<file path="src/rtl/ks_clmul_seq_pkg.sv">
// -----------------------------------------------------------------------------
// ks_pkg
// Shared definitions for the sequenced Karatsuba carry-less multiplier.
//   KS_W / KS_HALF / KS_TW : operand width, half width, half-product width
//   ks_state_e             : controller state encoding
//   ks_combine()           : XOR recombination of the three Karatsuba terms
// State M3 is only reachable when KS_MUL_REG_EN is defined.
// -----------------------------------------------------------------------------
package ks_pkg;

   localparam int KS_W    = 32;
   localparam int KS_HALF = KS_W / 2;
   localparam int KS_TW   = 2 * KS_HALF - 1;

   typedef enum logic [2:0] {
      IDLE = 3'd0,
      M0   = 3'd1,
      M1   = 3'd2,
      M2   = 3'd3,
      M3   = 3'd4,
      DONE = 3'd5
   } ks_state_e;

   // prod = t0 ^ ((t0^t1^t2) << HALF) ^ (t1 << W)
   // The middle term removes t0 and t1 from the cross product (lo^hi)*(lo^hi).
   // Each term is KS_TW = W-1 bits, so bit 2W-1 of the result is always 0.
   function automatic logic [2*KS_W-1:0] ks_combine(
      input logic [KS_TW-1:0] t0,
      input logic [KS_TW-1:0] t1,
      input logic [KS_TW-1:0] t2
   );
      logic [KS_TW-1:0]    mid;
      logic [2*KS_W-1:0]   r;
      mid = t0 ^ t1 ^ t2;
      r   = {{(2*KS_W-KS_TW){1'b0}}, t0}
          ^ ({{(2*KS_W-KS_TW){1'b0}}, mid} << KS_HALF)
          ^ ({{(2*KS_W-KS_TW){1'b0}}, t1}  << KS_W);
      return r;
   endfunction

endpackage

</file>
<file path="src/rtl/ks_clmul_seq_if.sv">
// -----------------------------------------------------------------------------
// ks_clmul_seq_if
// Request/response bundle for ks_clmul_seq.
//   in_valid/in_ready : operand handshake, a/b : operands (W bits)
//   flush             : synchronous abort
//   out_valid/out_ready : product handshake, prod : product (2W bits)
//   busy              : multiplier not idle
// master = requester/downstream side, slave = the multiplier.
// -----------------------------------------------------------------------------
interface ks_clmul_seq_if
   import ks_pkg::*;
#(
   parameter int W = KS_W
) ();

   logic           in_valid;
   logic           in_ready;
   logic [W-1:0]   a;
   logic [W-1:0]   b;
   logic           flush;
   logic           out_valid;
   logic           out_ready;
   logic [2*W-1:0] prod;
   logic           busy;

   modport master (
      output in_valid, a, b, flush, out_ready,
      input  in_ready, out_valid, prod, busy
   );

   modport slave (
      input  in_valid, a, b, flush, out_ready,
      output in_ready, out_valid, prod, busy
   );

endinterface

</file>
<file path="src/rtl/ks_clmul_seq_clmul_half.sv">
// -----------------------------------------------------------------------------
// clmul_half
// Combinational HALF x HALF carry-less (GF(2)[x]) multiplier.
//   a, b : HALF-bit polynomial operands
//   p    : 2*HALF-1 bit polynomial product
// -----------------------------------------------------------------------------
module clmul_half #(
   parameter int HALF = 16
) (
   input  logic [HALF-1:0]   a,
   input  logic [HALF-1:0]   b,
   output logic [2*HALF-2:0] p
);

   always_comb begin
      p = '0;
      for (int i = 0; i < HALF; i++) begin
         if (b[i]) begin
            p = p ^ ({{(HALF-1){1'b0}}, a} << i);
         end
      end
   end

endmodule

</file>
<file path="src/rtl/ks_clmul_seq.sv">
// -----------------------------------------------------------------------------
// ks_clmul_seq
// Sequenced Karatsuba carry-less multiplier. One shared clmul_half is issued
// lo*lo, hi*hi and (lo^hi)*(lo^hi) on consecutive cycles and the three terms
// are XOR-combined into a 2W-bit product.
//   clk   : clock, rising edge
//   rst_n : asynchronous active-low reset
//   bus   : ks_clmul_seq_if.slave (in_valid/in_ready/a/b/flush,
//           out_valid/out_ready/prod/busy)
// Build option KS_MUL_REG_EN: registers the shared multiplier output and adds
// state M3 for the final combine (accept-to-out_valid latency 5 instead of 4).
// W must equal ks_pkg::KS_W because ks_combine is sized from the package.
// -----------------------------------------------------------------------------
module ks_clmul_seq
   import ks_pkg::*;
#(
   parameter int W = KS_W
) (
   input  logic          clk,
   input  logic          rst_n,
   ks_clmul_seq_if.slave bus
);

   localparam int HALF = W / 2;
   localparam int TW   = 2 * HALF - 1;

   ks_state_e      state_q;
   ks_state_e      state_d;
   logic           run_q;
   logic           ready_c;
   logic           accept_c;

   logic [W-1:0]   a_q;
   logic [W-1:0]   b_q;
   logic [TW-1:0]  t0_q;
   logic [TW-1:0]  t1_q;
   logic [2*W-1:0] prod_q;

   logic [HALF-1:0] mul_a;
   logic [HALF-1:0] mul_b;
   logic [TW-1:0]   mul_out;

`ifdef KS_MUL_REG_EN
   logic [TW-1:0]   mul_p1;
`endif

   // run_q keeps in_ready low during reset and releases it on the first edge
   // after rst_n deasserts.
   assign ready_c  = run_q & ~bus.flush &
                     ((state_q == IDLE) | ((state_q == DONE) & bus.out_ready));
   assign accept_c = ready_c & bus.in_valid;

   assign bus.in_ready  = ready_c;
   assign bus.out_valid = (state_q == DONE);
   assign bus.busy      = (state_q != IDLE);
   assign bus.prod      = prod_q;

   // ---------------------------------------------------------------------
   // Controller
   // ---------------------------------------------------------------------
   always_ff @(posedge clk or negedge rst_n) begin
      if (!rst_n) begin
         state_q <= IDLE;
         run_q   <= 1'b0;
      end else begin
         state_q <= state_d;
         run_q   <= 1'b1;
      end
   end

   always_comb begin
      state_d = state_q;
      case (state_q)
         IDLE: begin
            if (accept_c) state_d = M0;
         end
         M0:   state_d = M1;
         M1:   state_d = M2;
`ifdef KS_MUL_REG_EN
         M2:   state_d = M3;
         M3:   state_d = DONE;
`else
         M2:   state_d = DONE;
`endif
         DONE: begin
            if (bus.out_ready) begin
               state_d = accept_c ? M0 : IDLE;
            end
         end
         default: state_d = IDLE;
      endcase
      // flush wins over every transition, including a back-to-back accept
      if (bus.flush) state_d = IDLE;
   end

   // ---------------------------------------------------------------------
   // Shared multiplier operand select
   // ---------------------------------------------------------------------
   always_comb begin
      mul_a = '0;
      mul_b = '0;
      case (state_q)
         M0: begin
            mul_a = a_q[HALF-1:0];
            mul_b = b_q[HALF-1:0];
         end
         M1: begin
            mul_a = a_q[W-1:HALF];
            mul_b = b_q[W-1:HALF];
         end
         M2: begin
            mul_a = a_q[HALF-1:0] ^ a_q[W-1:HALF];
            mul_b = b_q[HALF-1:0] ^ b_q[W-1:HALF];
         end
         default: begin
            mul_a = '0;
            mul_b = '0;
         end
      endcase
   end

   clmul_half #(
      .HALF (HALF)
   ) u_mul (
      .a (mul_a),
      .b (mul_b),
      .p (mul_out)
   );

   // ---------------------------------------------------------------------
   // Operand latch and partial-product accumulation
   // ---------------------------------------------------------------------
`ifdef KS_MUL_REG_EN
   always_ff @(posedge clk or negedge rst_n) begin
      if (!rst_n) begin
         mul_p1 <= '0;
      end else begin
         mul_p1 <= mul_out;
      end
   end
`endif

   always_ff @(posedge clk or negedge rst_n) begin
      if (!rst_n) begin
         a_q    <= '0;
         b_q    <= '0;
         t0_q   <= '0;
         t1_q   <= '0;
         prod_q <= '0;
      end else begin
         if (accept_c) begin
            a_q <= bus.a;
            b_q <= bus.b;
         end
`ifdef KS_MUL_REG_EN
         // each term arrives in mul_p1 one state after its operands issued
         if (state_q == M1) t0_q <= mul_p1;
         if (state_q == M2) t1_q <= mul_p1;
         if ((state_q == M3) && !bus.flush) begin
            prod_q <= ks_combine(t0_q, t1_q, mul_p1);
         end
`else
         if (state_q == M0) t0_q <= mul_out;
         if (state_q == M1) t1_q <= mul_out;
         if ((state_q == M2) && !bus.flush) begin
            prod_q <= ks_combine(t0_q, t1_q, mul_out);
         end
`endif
      end
   end

endmodule

</file>
<file path="src/flat_wrapper.sv">
// flat-port wrapper written by rule: the top's interface ports become plain ports
module ks_clmul_seq_flat import ks_pkg::*;
#(
   parameter int W = KS_W
)
  (clk, rst_n, bus_in_valid, bus_a, bus_b, bus_flush, bus_out_ready, bus_in_ready, bus_out_valid, bus_prod, bus_busy);
  ks_clmul_seq_if #(.W(W)) bus_i ();
  input  logic clk;
  input  logic rst_n;
  input wire logic [$bits(bus_i.in_valid)-1:0] bus_in_valid;
  input wire logic [$bits(bus_i.a)-1:0] bus_a;
  input wire logic [$bits(bus_i.b)-1:0] bus_b;
  input wire logic [$bits(bus_i.flush)-1:0] bus_flush;
  input wire logic [$bits(bus_i.out_ready)-1:0] bus_out_ready;
  output wire logic [$bits(bus_i.in_ready)-1:0] bus_in_ready;
  output wire logic [$bits(bus_i.out_valid)-1:0] bus_out_valid;
  output wire logic [$bits(bus_i.prod)-1:0] bus_prod;
  output wire logic [$bits(bus_i.busy)-1:0] bus_busy;
  assign bus_i.in_valid = bus_in_valid;
  assign bus_i.a = bus_a;
  assign bus_i.b = bus_b;
  assign bus_i.flush = bus_flush;
  assign bus_i.out_ready = bus_out_ready;
  assign bus_in_ready = bus_i.in_ready;
  assign bus_out_valid = bus_i.out_valid;
  assign bus_prod = bus_i.prod;
  assign bus_busy = bus_i.busy;
  ks_clmul_seq #(.W(W)) u_core (.clk(clk), .rst_n(rst_n), .bus(bus_i));
endmodule
</file>
<file path="config.mk">
export PLATFORM = sky130hd
export DESIGN_NAME = ks_clmul_seq_flat
export DESIGN_NICKNAME = d
export VERILOG_FILES = /design/src/rtl/ks_clmul_seq_pkg.sv /design/src/rtl/ks_clmul_seq_if.sv /design/src/rtl/ks_clmul_seq_clmul_half.sv /design/src/rtl/ks_clmul_seq.sv /design/src/flat_wrapper.sv
export SDC_FILE = /design/constraint.sdc
export NUM_CORES = 1
export LEC_CHECK = 0
export ABC_AREA = 0
export CAP_MARGIN = 20
export CORE_UTILIZATION = 58
export DETAILED_ROUTE_END_ITERATION = 8
export PLACE_DENSITY = 0.81
export RECOVER_POWER = 50
export SETUP_SLACK_MARGIN = 0.3
export SLEW_MARGIN = 0
export SYNTH_ARGS = -nofsm -noshare
export SYNTH_HDL_FRONTEND = slang
export SYNTH_SLANG_ARGS = --single-unit
</file>
<file path="constraint.sdc">
create_clock -name clk -period 3.5 [get_ports clk]
set_clock_uncertainty 0.15 [all_clocks]
set_input_delay 0.7 -clock clk [delete_from_list [all_inputs] [get_ports clk]]
set_output_delay 0.7 -clock clk [all_outputs]
set_load 0.005 [all_outputs]
</file>
==> results of run 1 <==
-- area by class of cell --
class / count / area (um^2) / area share, %
flip-flops and latches: 193 / 4830 / 32.7
inverters: 2 / 12.5 / 0.0847
well taps: 275 / 344 / 2.33
clock buffers: 18 / 439 / 2.97
clock inverters: 13 / 186 / 1.26
multi-input cells: 1017 / 7170 / 48.5
repair buffers: 187 / 1800 / 12.2
-- final timing paths --
kind                                                startpoint                              end  slack [ns]  cells past startpoint
max in group asynchronous                                rst_n  u_core.bus.prod[46]$_DFFE_PN0P_        0.82                      2
worst max-delay path                                 bus_flush   u_core.bus.prod[5]$_DFFE_PN0P_        0.34                      6
worst min register to register  u_core.bus.prod[1]$_DFFE_PN0P_   u_core.bus.prod[1]$_DFFE_PN0P_        0.32                      2
worst max register to register   u_core.state_q[0]$_DFFE_PN0P_  u_core.bus.prod[30]$_DFFE_PN0P_        0.35                     10
worst min-delay path            u_core.bus.prod[1]$_DFFE_PN0P_   u_core.bus.prod[1]$_DFFE_PN0P_        0.32                      2
min in group asynchronous                                rst_n  u_core.bus.prod[39]$_DFFE_PN0P_        0.50                      1
-- logic make-up after synthesis --
| group | count (synthesis) |
|---|---|
| and+or+nand+nor | 544 |
| buffers and inverters | 105 |
| muxes | 64 |
| other | 2 |
| DFF | 193 |
| xor gates and xnor gates | 309 |
| AOI/OAI and AO/OA | 98 |
-- worst min-delay path: cells and delay by family (launching register included) --
kind	cells	cell delay [ns]
AND/OR/NAND/NOR	2	0.10
flip-flops	1	0.34
-- cells in the final DEF (no fill, tap or decap), drive strengths merged, types with 28 or more instances in the layout --
master	instances
nand3	212
buf	50
o21ai	93
mux2	64
xor2	92
clkdlybuf4s50	116
nand2	301
dfrtp	193
xnor3	28
xnor2	189
-- state kept, by name, summed over array words and instances (netlist names) --
name             flops
u_core.bus.prod     63
u_core.a_q          32
u_core.b_q          32
u_core.t0_q         31
u_core.t1_q         31
u_core.state_q       3
u_core.run_q         1
-- metal layers --
| metal | vias to the layer above | part of all wire (%) |
|---|---|---|
| li1 | 4481 | - |
| met1 | 4682 | 41 |
| met2 | 382 | 49 |
| met3 | 85 | 6.7 |
| met4 | 0 | 3.5 |
| met5 | - | 0 |
-- metrics by stage --
step | utilization [%] | std cells | hold slack, ns
3_3_place_gp | 66.9 | 1672 | 0.308
3_5_place_dp | 66.9 | 1672 | 0.312
6_report | 69.9 | 1705 | 0.321
5_1_grt | 69.9 | 1705 | 0.347
4_1_cts | 70.0 | 1705 | 0.103
2_1_floorplan | - | 1315 | 0.254
-- what timing repair did --
action | 4_1_cts | 5_1_grt
buffers inserted | 2 | 0
setup endpoints to repair | 1 | 4
pin swaps | 1 | 0
resized for setup | 2 | 3
hold endpoints to repair | 0 | 0
hold buffers | 0 | 0
-- power groups by stage --
| stage | Sequential (mW) | Clock, mW | Combinational [mW] |
|---|---|---|---|
| final | 2.88 | 2.08 | 1.90 |
| after detailed placement | 2.92 | 0 | 1.86 |
| after floorplan | 2.84 | 0 | 1.35 |
| after global placement | 2.90 | 0 | 1.81 |
| after CTS | 2.88 | 2.10 | 1.90 |
| after global routing | 2.92 | 2.20 | 2.05 |
==> impl_metrics.yaml, run 1 <==
run_status:
  status: "finished with violations"
  violations: "capacitance limit, slew limit"
floorplanning:
  boundaryPins: 136
  die_x_um: 149
  num_rows: 53
  dieArea_mm2: 0.0223
  initial_core_util_pct: 59.5
  core_mm2: 0.0212
  floorplan.die.height_um: 149
sta:
  rsz0062_at_grt: "no"
  worst_slack_ns: 0.336
  max_freq_mhz: 316
  min_period_ns: 3.16
  finalSetupTns_ns: 0
  fin_crit_sh_pct: 90.4
  slew_headroom_pct: -10.4
  worstMarginPinSlew_ns: 1.66
  finalHoldViolCount: 0
  slew_violations: 96
  setup_violations: 0
setup_path:
  cpMostUsedCell: "nand2_1"
  cp_max_fo: 32
  worstPathArrival_ns: 3.38
  cp.required_ns: 3.71
  path_cells: "dlygate4sd3_1 > nor2_1 > and3_1 > clkbuf_1 > nand2_1 > nand2_1"
  crit_type: "primary input to register"
  endpoint_kind: "register"
  start_kind: "primary input"
  crit_buf_inv: 2
  cp_top_family: "buffers and inverters"
  cp_slowest_cell: "clkbuf_1"
  cpPeakStageDelay_ns: 1.19
placed_design:
  hpwl_um: 20300
  placed_area_mm2: 0.0141
  port_buffers: 134
  place_congestion: 0.880
  dp_slack_ns: 0.314
grt:
  grt_busiest_layer: "met2"
  antenna_found_initial: 0
  grt_pass1_vias: 9612
  grt_max_degree: 80
  grt_usage_pct: 28.9
  grtUsageMet1_pct: 37.5
  use_met2_pct: 47.3
  grt-ovfl-total: 0
  grt.met3_usage_pct: 4.40
  grt_first_pass_wirelength_um: 50000
cells_and_area:
  nFillCells: 1575
  num-nets-final: 1487
  areaGrowthSynthToFinish_pct: 17.4
  stdcell_area_mm2: 0.0148
  num_antenna_cells: 0
  drive_gt1_share_pct: 15.5
power:
  p_int_mw: 4.62
  pwr-share-comb_pct: 27.7
  total_power_mw: 6.86
  pwr-share-clk_pct: 30.3
  leakage_nw: 6.06
  p_sw_mw: 2.24
  switching_share_pct: 32.6
  power.density_mw_per_mm2: 464
  ir_drop_v: 0.000318
  pwr-share-seq_pct: 42.0
clocking:
  h-tree-depth: 4
  root_buffer: "clkbuf_16"
  cts_made_buffers: 17
  clock_latency_ns: 0.44
  tritoncts: "built"
  clk_path_buf_depth: 2
  cts_sinks: 193
  cts.reportedPaths.clkPinSlew_ns: 0.08
synth:
  ys_top_cells_by_count: "nand2_1 (277), nand3_1 (202), dfrtp_1 (193)"
  synth_top_area_share_pct: 38.4
  synth_fa_ha_area_share_pct: 0
  synth.distinct_cells: 36
  synthMuxAreaShare_pct: 5.73
  synth-seq-area-share_pct: 38.4
  yosysWarnings: 0
  synth_xor_area_share_pct: 26.8
  ys_seq_elements: 193
  ys.flop_type: "dfrtp_1"
  yosysMostFrequentCell: "nand2_1"
  synthCells: 1315
  avgSynthCellArea_um2: 9.57
  synthSimpleGateAreaFrac_pct: 20.2
  synth_compound_area_share_pct: 3.94
  synth_top_area_cell: "dfrtp_1"
  syn_nets: 1384
  ys_top_cells_by_area: "dfrtp_1 (38%), xnor2_1 (12%), nand2_1 (8.3%)"
  synthArstFlopShare_pct: 100
  synth-edff-count: 0
  syn_area_mm2: 0.0126
  synth_top_family_by_area: "XOR/XNOR gates"
detailed_routing:
  finalWirelength_um: 30500
  dr.pass1.iters: 7
  drc_errors: 0
  post_drt_wl_per_cell_um: 17.9
  first_iter_violations: 701
  viasPerCell: 5.65
  vias: 9630
  ant_nets: 0
job:
  drv_cap: 2
worst_hold_path:
  hold_class: "register to register"
No activity file was read; power rests on OpenSTA's default activity.
==> run 2, diff against run 1 <==
--- a/config.mk
+++ b/config.mk
@@ -6,6 +6,7 @@
 export NUM_CORES = 1
 export LEC_CHECK = 0
 export ABC_AREA = 0
+export ABC_CLOCK_PERIOD_IN_PS = 3500
 export CAP_MARGIN = 20
 export CORE_UTILIZATION = 58
 export DETAILED_ROUTE_END_ITERATION = 8
==> results of run 2 <==
Final layout, timing and power as in run 1 (identical DEF).
==> run 3, diff against run 2 <==
--- a/config.mk
+++ b/config.mk
@@ -9,6 +9,7 @@
 export ABC_CLOCK_PERIOD_IN_PS = 3500
 export CAP_MARGIN = 20
 export CORE_UTILIZATION = 58
+export CTS_CLUSTER_SIZE = 30
 export DETAILED_ROUTE_END_ITERATION = 8
 export PLACE_DENSITY = 0.81
 export RECOVER_POWER = 50
==> results of run 3 <==
Final layout, timing and power as in run 1 (identical DEF).
